<file path="config.mk">
export PLATFORM = sky130hd
export DESIGN_NAME = serial_shift_tx
export DESIGN_NICKNAME = d
export VERILOG_FILES = /design/src/rtl/serial_shift_tx_pkg.sv /design/src/rtl/serial_shift_tx_prescaler.sv /design/src/rtl/serial_shift_tx.sv
export SDC_FILE = /design/constraint.sdc
export NUM_CORES = 1
export LEC_CHECK = 0
export ABC_AREA = 1
export CORE_AREA = 2 2 52 54
export CTS_CLUSTER_DIAMETER = 40
export DETAILED_ROUTE_END_ITERATION = 12
export DIE_AREA = 0 0 54 56
export GPL_ROUTABILITY_DRIVEN = 1
export GPL_TIMING_DRIVEN = 0
export PLACE_DENSITY = 0.71
export SLEW_MARGIN = 20
export SYNTH_ARGS = -nofsm -noshare
export SYNTH_HDL_FRONTEND = slang
export SYNTH_SLANG_ARGS = --single-unit --ignore-timing --ignore-initial --compat-mode --unroll-limit 50000
export TNS_END_PERCENT = 50
</file>
<file path="constraint.sdc">
create_clock -name clk -period 2.1 [get_ports clk]
set_input_delay 0.315 -clock clk [delete_from_list [all_inputs] [get_ports clk]]
set_output_delay 0.315 -clock clk [all_outputs]
set_load 0.05 [all_outputs]
</file>
<file path="src/rtl/serial_shift_tx_pkg.sv">
// ---------------------------------------------------------------------------
// serial_shift_tx_pkg
//   Shared definitions for the display-link serial transmitter family:
//   FSM state encodings and the legal parameter ranges.
// ---------------------------------------------------------------------------
`timescale 1ns/1ps
package serial_shift_tx_pkg;

  // 2'b11 is not a legal state; the transmitter decodes it as idle.
  typedef enum logic [1:0] {
    ST_IDLE  = 2'b00,
    ST_SHIFT = 2'b01,
    ST_LATCH = 2'b10
  } tx_state_e;

  localparam int unsigned WIDTH_MIN   = 2;
  localparam int unsigned WIDTH_MAX   = 16;
  localparam int unsigned CLK_DIV_MIN = 1;
  localparam int unsigned CLK_DIV_MAX = 255;

  // True only for the two transfer states; anything else counts as idle.
  function automatic logic is_active(input tx_state_e s);
    return (s == ST_SHIFT) || (s == ST_LATCH);
  endfunction

endpackage

</file>
<file path="src/rtl/serial_shift_tx_prescaler.sv">
// ---------------------------------------------------------------------------
// ls_phase_prescaler
//   Phase counter that produces a one-cycle strobe every CLK_DIV enabled
//   cycles. The counter is held at zero while disabled, so the first strobe
//   after enable rises comes exactly CLK_DIV cycles later.
// Ports:
//   clk       - system clock, rising edge
//   rst_n     - asynchronous active-low reset
//   enable    - count while high, clear while low
//   half_tick - high in the last cycle of each CLK_DIV-cycle period
// ---------------------------------------------------------------------------
`timescale 1ns/1ps
module ls_phase_prescaler #(
  parameter int unsigned CLK_DIV = 4
) (
  input  logic clk,
  input  logic rst_n,
  input  logic enable,
  output logic half_tick
);

  localparam int unsigned PW = (CLK_DIV > 1) ? $clog2(CLK_DIV) : 1;
  localparam logic [PW-1:0] LAST = PW'(CLK_DIV - 1);

  logic [PW-1:0] phase_q, phase_d;

  always_comb begin
    half_tick = enable && (phase_q == LAST);
    phase_d   = '0;
    if (enable && !half_tick) begin
      phase_d = phase_q + PW'(1);
    end
  end

  always_ff @(posedge clk or negedge rst_n) begin
    if (!rst_n) begin
      phase_q <= '0;
    end else begin
      phase_q <= phase_d;
    end
  end

endmodule

</file>
<file path="src/rtl/serial_shift_tx.sv">
// ---------------------------------------------------------------------------
// serial_shift_tx
//   Parallel-in, serial-out transmitter for the clock display link. A word
//   accepted over load_valid/load_ready is shifted out MSB-first on sdata
//   with a generated sclk, then rclk is pulsed so a 74LS164/595-style
//   receiver latches it.
// Ports:
//   clk        - system clock, rising edge
//   rst_n      - asynchronous active-low reset
//   data_in    - word to transmit, sampled on acceptance
//   load_valid - data_in is valid
//   load_ready - high only while idle (and out of reset)
//   sdata      - serial data, MSB first, changes only on sclk falling side
//   sclk       - shift clock, receiver samples on its rising edge
//   rclk       - latch strobe, CLK_DIV cycles after the last bit
//   busy       - high while a transfer is in progress
// ---------------------------------------------------------------------------
`timescale 1ns/1ps
module serial_shift_tx
  import serial_shift_tx_pkg::*;
#(
  parameter int unsigned DELAY   = 10,
  parameter int unsigned WIDTH   = 8,
  parameter int unsigned CLK_DIV = 4
) (
  input  logic             clk,
  input  logic             rst_n,
  input  logic [WIDTH-1:0] data_in,
  input  logic             load_valid,
  output logic             load_ready,
  output logic             sdata,
  output logic             sclk,
  output logic             rclk,
  output logic             busy
);

  if (WIDTH < WIDTH_MIN || WIDTH > WIDTH_MAX) begin : g_bad_width
    $error("serial_shift_tx: WIDTH out of range");
  end
  if (CLK_DIV < CLK_DIV_MIN || CLK_DIV > CLK_DIV_MAX) begin : g_bad_div
    $error("serial_shift_tx: CLK_DIV out of range");
  end

  localparam int unsigned BW = $clog2(WIDTH);

  tx_state_e        state_q, state_d;
  logic [WIDTH-1:0] shreg_q, shreg_d;
  logic [BW-1:0]    bit_cnt_q, bit_cnt_d;
  logic             sdata_q, sdata_d;
  logic             sclk_q, sclk_d;
  logic             rclk_q, rclk_d;
  logic             active;
  logic             half_tick;

  assign active = is_active(state_q);

  ls_phase_prescaler #(
    .CLK_DIV(CLK_DIV)
  ) u_prescaler (
    .clk      (clk),
    .rst_n    (rst_n),
    .enable   (active),
    .half_tick(half_tick)
  );

  always_comb begin
    state_d   = state_q;
    shreg_d   = shreg_q;
    bit_cnt_d = bit_cnt_q;
    sdata_d   = sdata_q;
    sclk_d    = sclk_q;
    rclk_d    = rclk_q;

    case (state_q)
      ST_SHIFT: begin
        if (half_tick) begin
          if (!sclk_q) begin
            sclk_d = 1'b1;
          end else begin
            // End of the high half: advance to the next bit. sdata is
            // registered here so it is presented a full half-period ahead
            // of the next sclk rising edge.
            sclk_d  = 1'b0;
            shreg_d = {shreg_q[WIDTH-2:0], 1'b0};
            if (bit_cnt_q == '0) begin
              state_d = ST_LATCH;
              sdata_d = 1'b0;
              rclk_d  = 1'b1;
            end else begin
              bit_cnt_d = bit_cnt_q - BW'(1);
              sdata_d   = shreg_q[WIDTH-2];
            end
          end
        end
      end

      ST_LATCH: begin
        if (half_tick) begin
          state_d = ST_IDLE;
          rclk_d  = 1'b0;
        end
      end

      default: begin
        // Idle, including the unused encoding.
        state_d = ST_IDLE;
        sdata_d = 1'b0;
        sclk_d  = 1'b0;
        rclk_d  = 1'b0;
        if (load_valid) begin
          state_d   = ST_SHIFT;
          shreg_d   = data_in;
          bit_cnt_d = BW'(WIDTH - 1);
          sdata_d   = data_in[WIDTH-1];
        end
      end
    endcase
  end

  always_ff @(posedge clk or negedge rst_n) begin
    if (!rst_n) begin
      state_q   <= ST_IDLE;
      shreg_q   <= '0;
      bit_cnt_q <= '0;
      sdata_q   <= 1'b0;
      sclk_q    <= 1'b0;
      rclk_q    <= 1'b0;
    end else begin
      state_q   <= state_d;
      shreg_q   <= shreg_d;
      bit_cnt_q <= bit_cnt_d;
      sdata_q   <= sdata_d;
      sclk_q    <= sclk_d;
      rclk_q    <= rclk_d;
    end
  end

  // load_ready is forced low while reset is asserted so no word can be
  // offered into a transmitter that is being held in reset.
  assign #(DELAY) sdata      = sdata_q;
  assign #(DELAY) sclk       = sclk_q;
  assign #(DELAY) rclk       = rclk_q;
  assign #(DELAY) busy       = active;
  assign #(DELAY) load_ready = rst_n & ~active;

endmodule

</file>
* Word-level counts from Yosys, hierarchy flattened
Index checks and enable logic that the tools add are counted.
Storage, ports and cells: register bits 17, bits in latches 0, RAM bits 0, bits in read-only memories 0, input port bits 11, output and inout port bits 5, word-level logic and storage cells 60, memories kept 0
Cells by class: $add $sub $neg 2, $mul 0, divide/modulo/power cells 0, order comparisons 0, eq/ne operators 8, shifts and indexed selects 0, multiplexer cells 29, bitwise gates (word level) 3, reductions and logical operators 11
Operators by type and width (count):
- $mux 7 | 3
- $pmux 7 s2 | 1
- $mux 3 | 4
- $mux 1 | 11
- $mux 2 | 5
- $ne 2x2->1 const B | 4
- $reduce_and 4->1 | 2
- $pmux 1 s2 | 3
- $pmux 3 s2 | 1
- $reduce_and 5->1 | 1
- $eq 2x2->1 const B | 2
- $pmux 2 s2 | 1
- $logic_not 3->1 | 1
- $reduce_and 3->1 | 1
- $sub 3x1->3 const B | 1
- $add 2x1->2 const B | 1
- $eq 2x1->1 const B | 1
- $logic_and 1x1->1 | 2
- $ne 2x1->1 const B | 1
- $not 1->1 | 2
- $reduce_and 2->1 | 1
- $reduce_bool 2->1 | 1
- $and 1x1->1 | 1
- $logic_not 1->1 | 1
- $logic_or 1x1->1 | 1

* Logic depth before layout (Yosys ltp)
depth after elaboration 6, mapped depth 9, depth with buffers taken out 9

* Hierarchy
Synthesis repeated with hierarchy kept, for this count alone.
Second synthesis, totals: cells, all modules 134, area total of the unflattened synthesis 992.2 µm²
By module, submodules not included:
- serial_shift_tx | instances 1, cells an instance 124, area each 903.4 µm², sequential area each 375.4 µm²
- ls_phase_prescaler | instances 1, cells an instance 10, area each 88.8 µm², sequential area each 50.0 µm²

* Worst setup path before layout
No wires, ideal clock.
path type register to register, start point reg, netlist name rclk, end point reg bit_cnt_q[2], library setup time 0.118 ns, arrival 1.963 ns, data required time 1.982 ns, setup slack 0.018 ns, stages on the path, launching flop included 9, path buffers 0, period minus slack after synthesis 2.082 ns, cells stage by stage dfrtp_1 > inv_1 > ha_1 > inv_2 > nand2_1 > o21ai_4 > nand2_4 > nand2_1 > nand2_1
RTL lines:
- end signal, assigned | RTL line serial_shift_tx.sv:131 | bit_cnt_q <= bit_cnt_d;
- end, declared | RTL line serial_shift_tx.sv:48 | logic [BW-1:0] bit_cnt_q, bit_cnt_d;

==> out/results.ini <==
[clock_tree]
cts.clk_slew.worst_paths_ns=0.10
cts_root_buf=clkbuf_4
clk_latency_ns=0.30
cts_inserted_buffers=3
htreeDepth=1
cts_max_path_buffers=2
cts_setup_buffers=0
cts_tree=done
clkSinkCount=16

[placement]
dp.cells=169
portBuffers=15
place_hpwl_um=1457
gp_congestion=0.8470

[worst_setup_path]
crit_path_frequent_cell=inv_1
worstPathRequired_ns=1.78
cp_num_cells=5
critPathArrivalTime_ns=1.65
slowest_stage=dfrtp_1
worstSetupPathType=reg -> out
endpoint_kind=primary output
crit_path_max_incr_delay_ns=0.41
cp_top_family=buffers and inverters
worstPathCellList=inv_1, ha_1, nand2_1, inv_1, clkdlybuf4s15_2
critical_path.max_fanout=5
ff2ff_path_depth=8
path_buf_inv=3
critPathLaunchType=flip-flop

[finish]
drive_gt1_frac=0.09790
antenna_cells=0
layout-area-overhead-vs-synth_pct=23.12
nNetsFinal=161
layout.cells.non_filler=173

[logic_synthesis]
yosys-top-cells-area=dfrtp_1, nand2_1, ha_1
yosysSeqAreaShare=0.4227
ys_ff_latch=16
synth_ff_type=dfrtp_1
yosys.area.top_type=dfrtp_1
yosysMostFrequentCell=nand2_1
synth_top_area_share=0.4227
synth.distinct_cells=19
synth-edff-count=0
synthesis.nets=141
avgSynthCellArea_um2=7.638
yosys_warnings=0
async_reset_ff_frac=1.000
syn_inst=124
syn-cell-area_um2=947.2
yosys-top-cells-count=nand2_1, dfrtp_1, nand3_1

[route]
wl_per_cell_um=11.25
drt-initial-drc-count=14
final_antenna_net_count=0
firstDrtPassIters=4
wl_um=1947
drc=0
vias_per_cell=4.832
vias=836

[global_route]
grt_first_pass_wirelength_um=3298
track_usage=0.1510
grt_start_max_net_pins=18
grt_pass1_vias=764
grt_overflow=0
antenna_found_initial=0

[timing]
rsz0062_at_grt=no
finClkSkew_ns=0.002833
hold_viol_final=0
min_period_ns=1.968
fin_crit_sh=0.9370
finalSetupViolations=0
maxSlewViolCount=0
worst_slew_pin_slew_ns=0.7541
fmax_mhz=508.2
slew_headroom=0.4972

[floorplan]
dieArea_um2=3024
die_w_um=54
pin_count=16
placementRows=18
die_h_um=56
start_util=0.3894
coreArea_um2=2432

[pwr]
powerDensity_nw_per_um2=1516
power_mw=1.768
p_leak_nw=0.6231
max-vdd-ir-drop_uv=906.2

[min_path]
holdCritPathClass=in -> async

[job]
cap_viol_max_count=0

[status]
status=complete, no violations

layout by cell type, fill, tap and decap left out:
| cell type | netlist | routed |
|---|---|---|
| nand2_1 | 58 | 58 |
| dfrtp_1 | 16 | 16 |
| nand3_1 | 12 | 12 |
| clkdlybuf4s50_1 | 0 | 12 |
| inv_1 | 11 | 11 |
| ha_1 | 6 | 6 |
| nand4_1 | 4 | 4 |
| o21ai_0 | 4 | 4 |
| clkbuf_4 | 0 | 3 |
| inv_2 | 2 | 2 |
| nor3b_1 | 1 | 1 |
| nor3_1 | 1 | 1 |
| buf_6 | 1 | 1 |
| o21ai_4 | 1 | 1 |
| nor2_2 | 1 | 1 |
| nor2_8 | 1 | 1 |
| nand2_4 | 1 | 1 |
| nand2_2 | 1 | 1 |
| nor2_1 | 1 | 1 |
| nand3b_1 | 1 | 1 |
| a21oi_1 | 1 | 1 |
| clkbuf_8 | 0 | 1 |
| dlygate4sd2_1 | 0 | 1 |
| clkbuf_2 | 0 | 1 |
| clkdlybuf4s15_2 | 0 | 1 |
worst paths after layout:
kind / startpoint / to / slack [ns]
min in group clk: u_prescaler.phase_q[0] / u_prescaler.phase_q[0] / 0.44
min: rst_n / bit_cnt_q[0] / 0.18
max reg2reg: rclk / shreg_q[2] / 0.38
max: rclk / load_ready / 0.13
min reg2reg: u_prescaler.phase_q[0] / u_prescaler.phase_q[0] / 0.44
max in group asynchronous: rst_n / shreg_q[4] / 1.45
through the flow:
step                      hold slack, ns  area (um2)  TNS [ns]  utilization  setup WS (ns)
final                             0.1823        1166         0       0.4794         0.1322
after global routing              0.2584        1166         0       0.4794        0.02790
after CTS                         0.2168        1170         0       0.4810        0.01131
after detailed placement          0.4328        1135   -0.5372       0.4666        -0.5372
after global placement            0.4185        1135   -0.5169       0.4666        -0.5169
after floorplan                  0.01941       947.2         0            -        0.01847
timing repair:
item | in CTS | in global routing
resized for setup | 5 | 2
setup endpoints to repair | 2 | 1
pin swaps | 0 | 0
hold buffers | 0 | 0
flip-flops by register name, summed over array words and instances (netlist names):
register / count
bit_cnt_q: 3
rclk: 1
sdata: 1
shreg_q: 7
state_q: 1
u_prescaler.phase_q: 2
sclk: 1
per-layer routing:
| metal | global-route usage | wire, um | vias up |
|---|---|---|---|
| met5 | 0 | 0 | - |
| met4 | 0.05357 | 38 | 0 |
| li1 | - | - | 433 |
| met3 | 0.05645 | 104 | 5 |
| met1 | 0.1867 | 855 | 381 |
| met2 | 0.2352 | 949 | 17 |
area by class of cell:
cell class	instances	area (um2)
buffer	1	11.26
clock buffer	4	36.28
fill	245	1266
inverter	13	48.80
multi-input combinational	94	486.7
sequential	16	400.4
tap	30	37.54
timing repair buffer	15	145.1
logic make-up (layout without fill, tap and decap cells):
group | count (synthesis) | after routing | synth area share
buffers and inverters | 14 | 33 | 0.06341
AND/OR/NAND/NOR | 82 | 82 | 0.3910
flip-flops | 16 | 16 | 0.4227
AO/OA/AOI/OAI | 6 | 6 | 0.04359
adder cells (fa/ha/maj) | 6 | 6 | 0.07926
where the power goes:
| part | switching [mW] | total [mW] | internal [mW] |
|---|---|---|---|
| Combinational | 0.670 | 1.02 | 0.347 |
| Sequential | 0.0821 | 0.536 | 0.454 |
| Clock | 0.109 | 0.215 | 0.106 |
| Total | 0.861 | 1.77 | 0.907 |
Note: power is estimated with default switching activity, not from simulation.
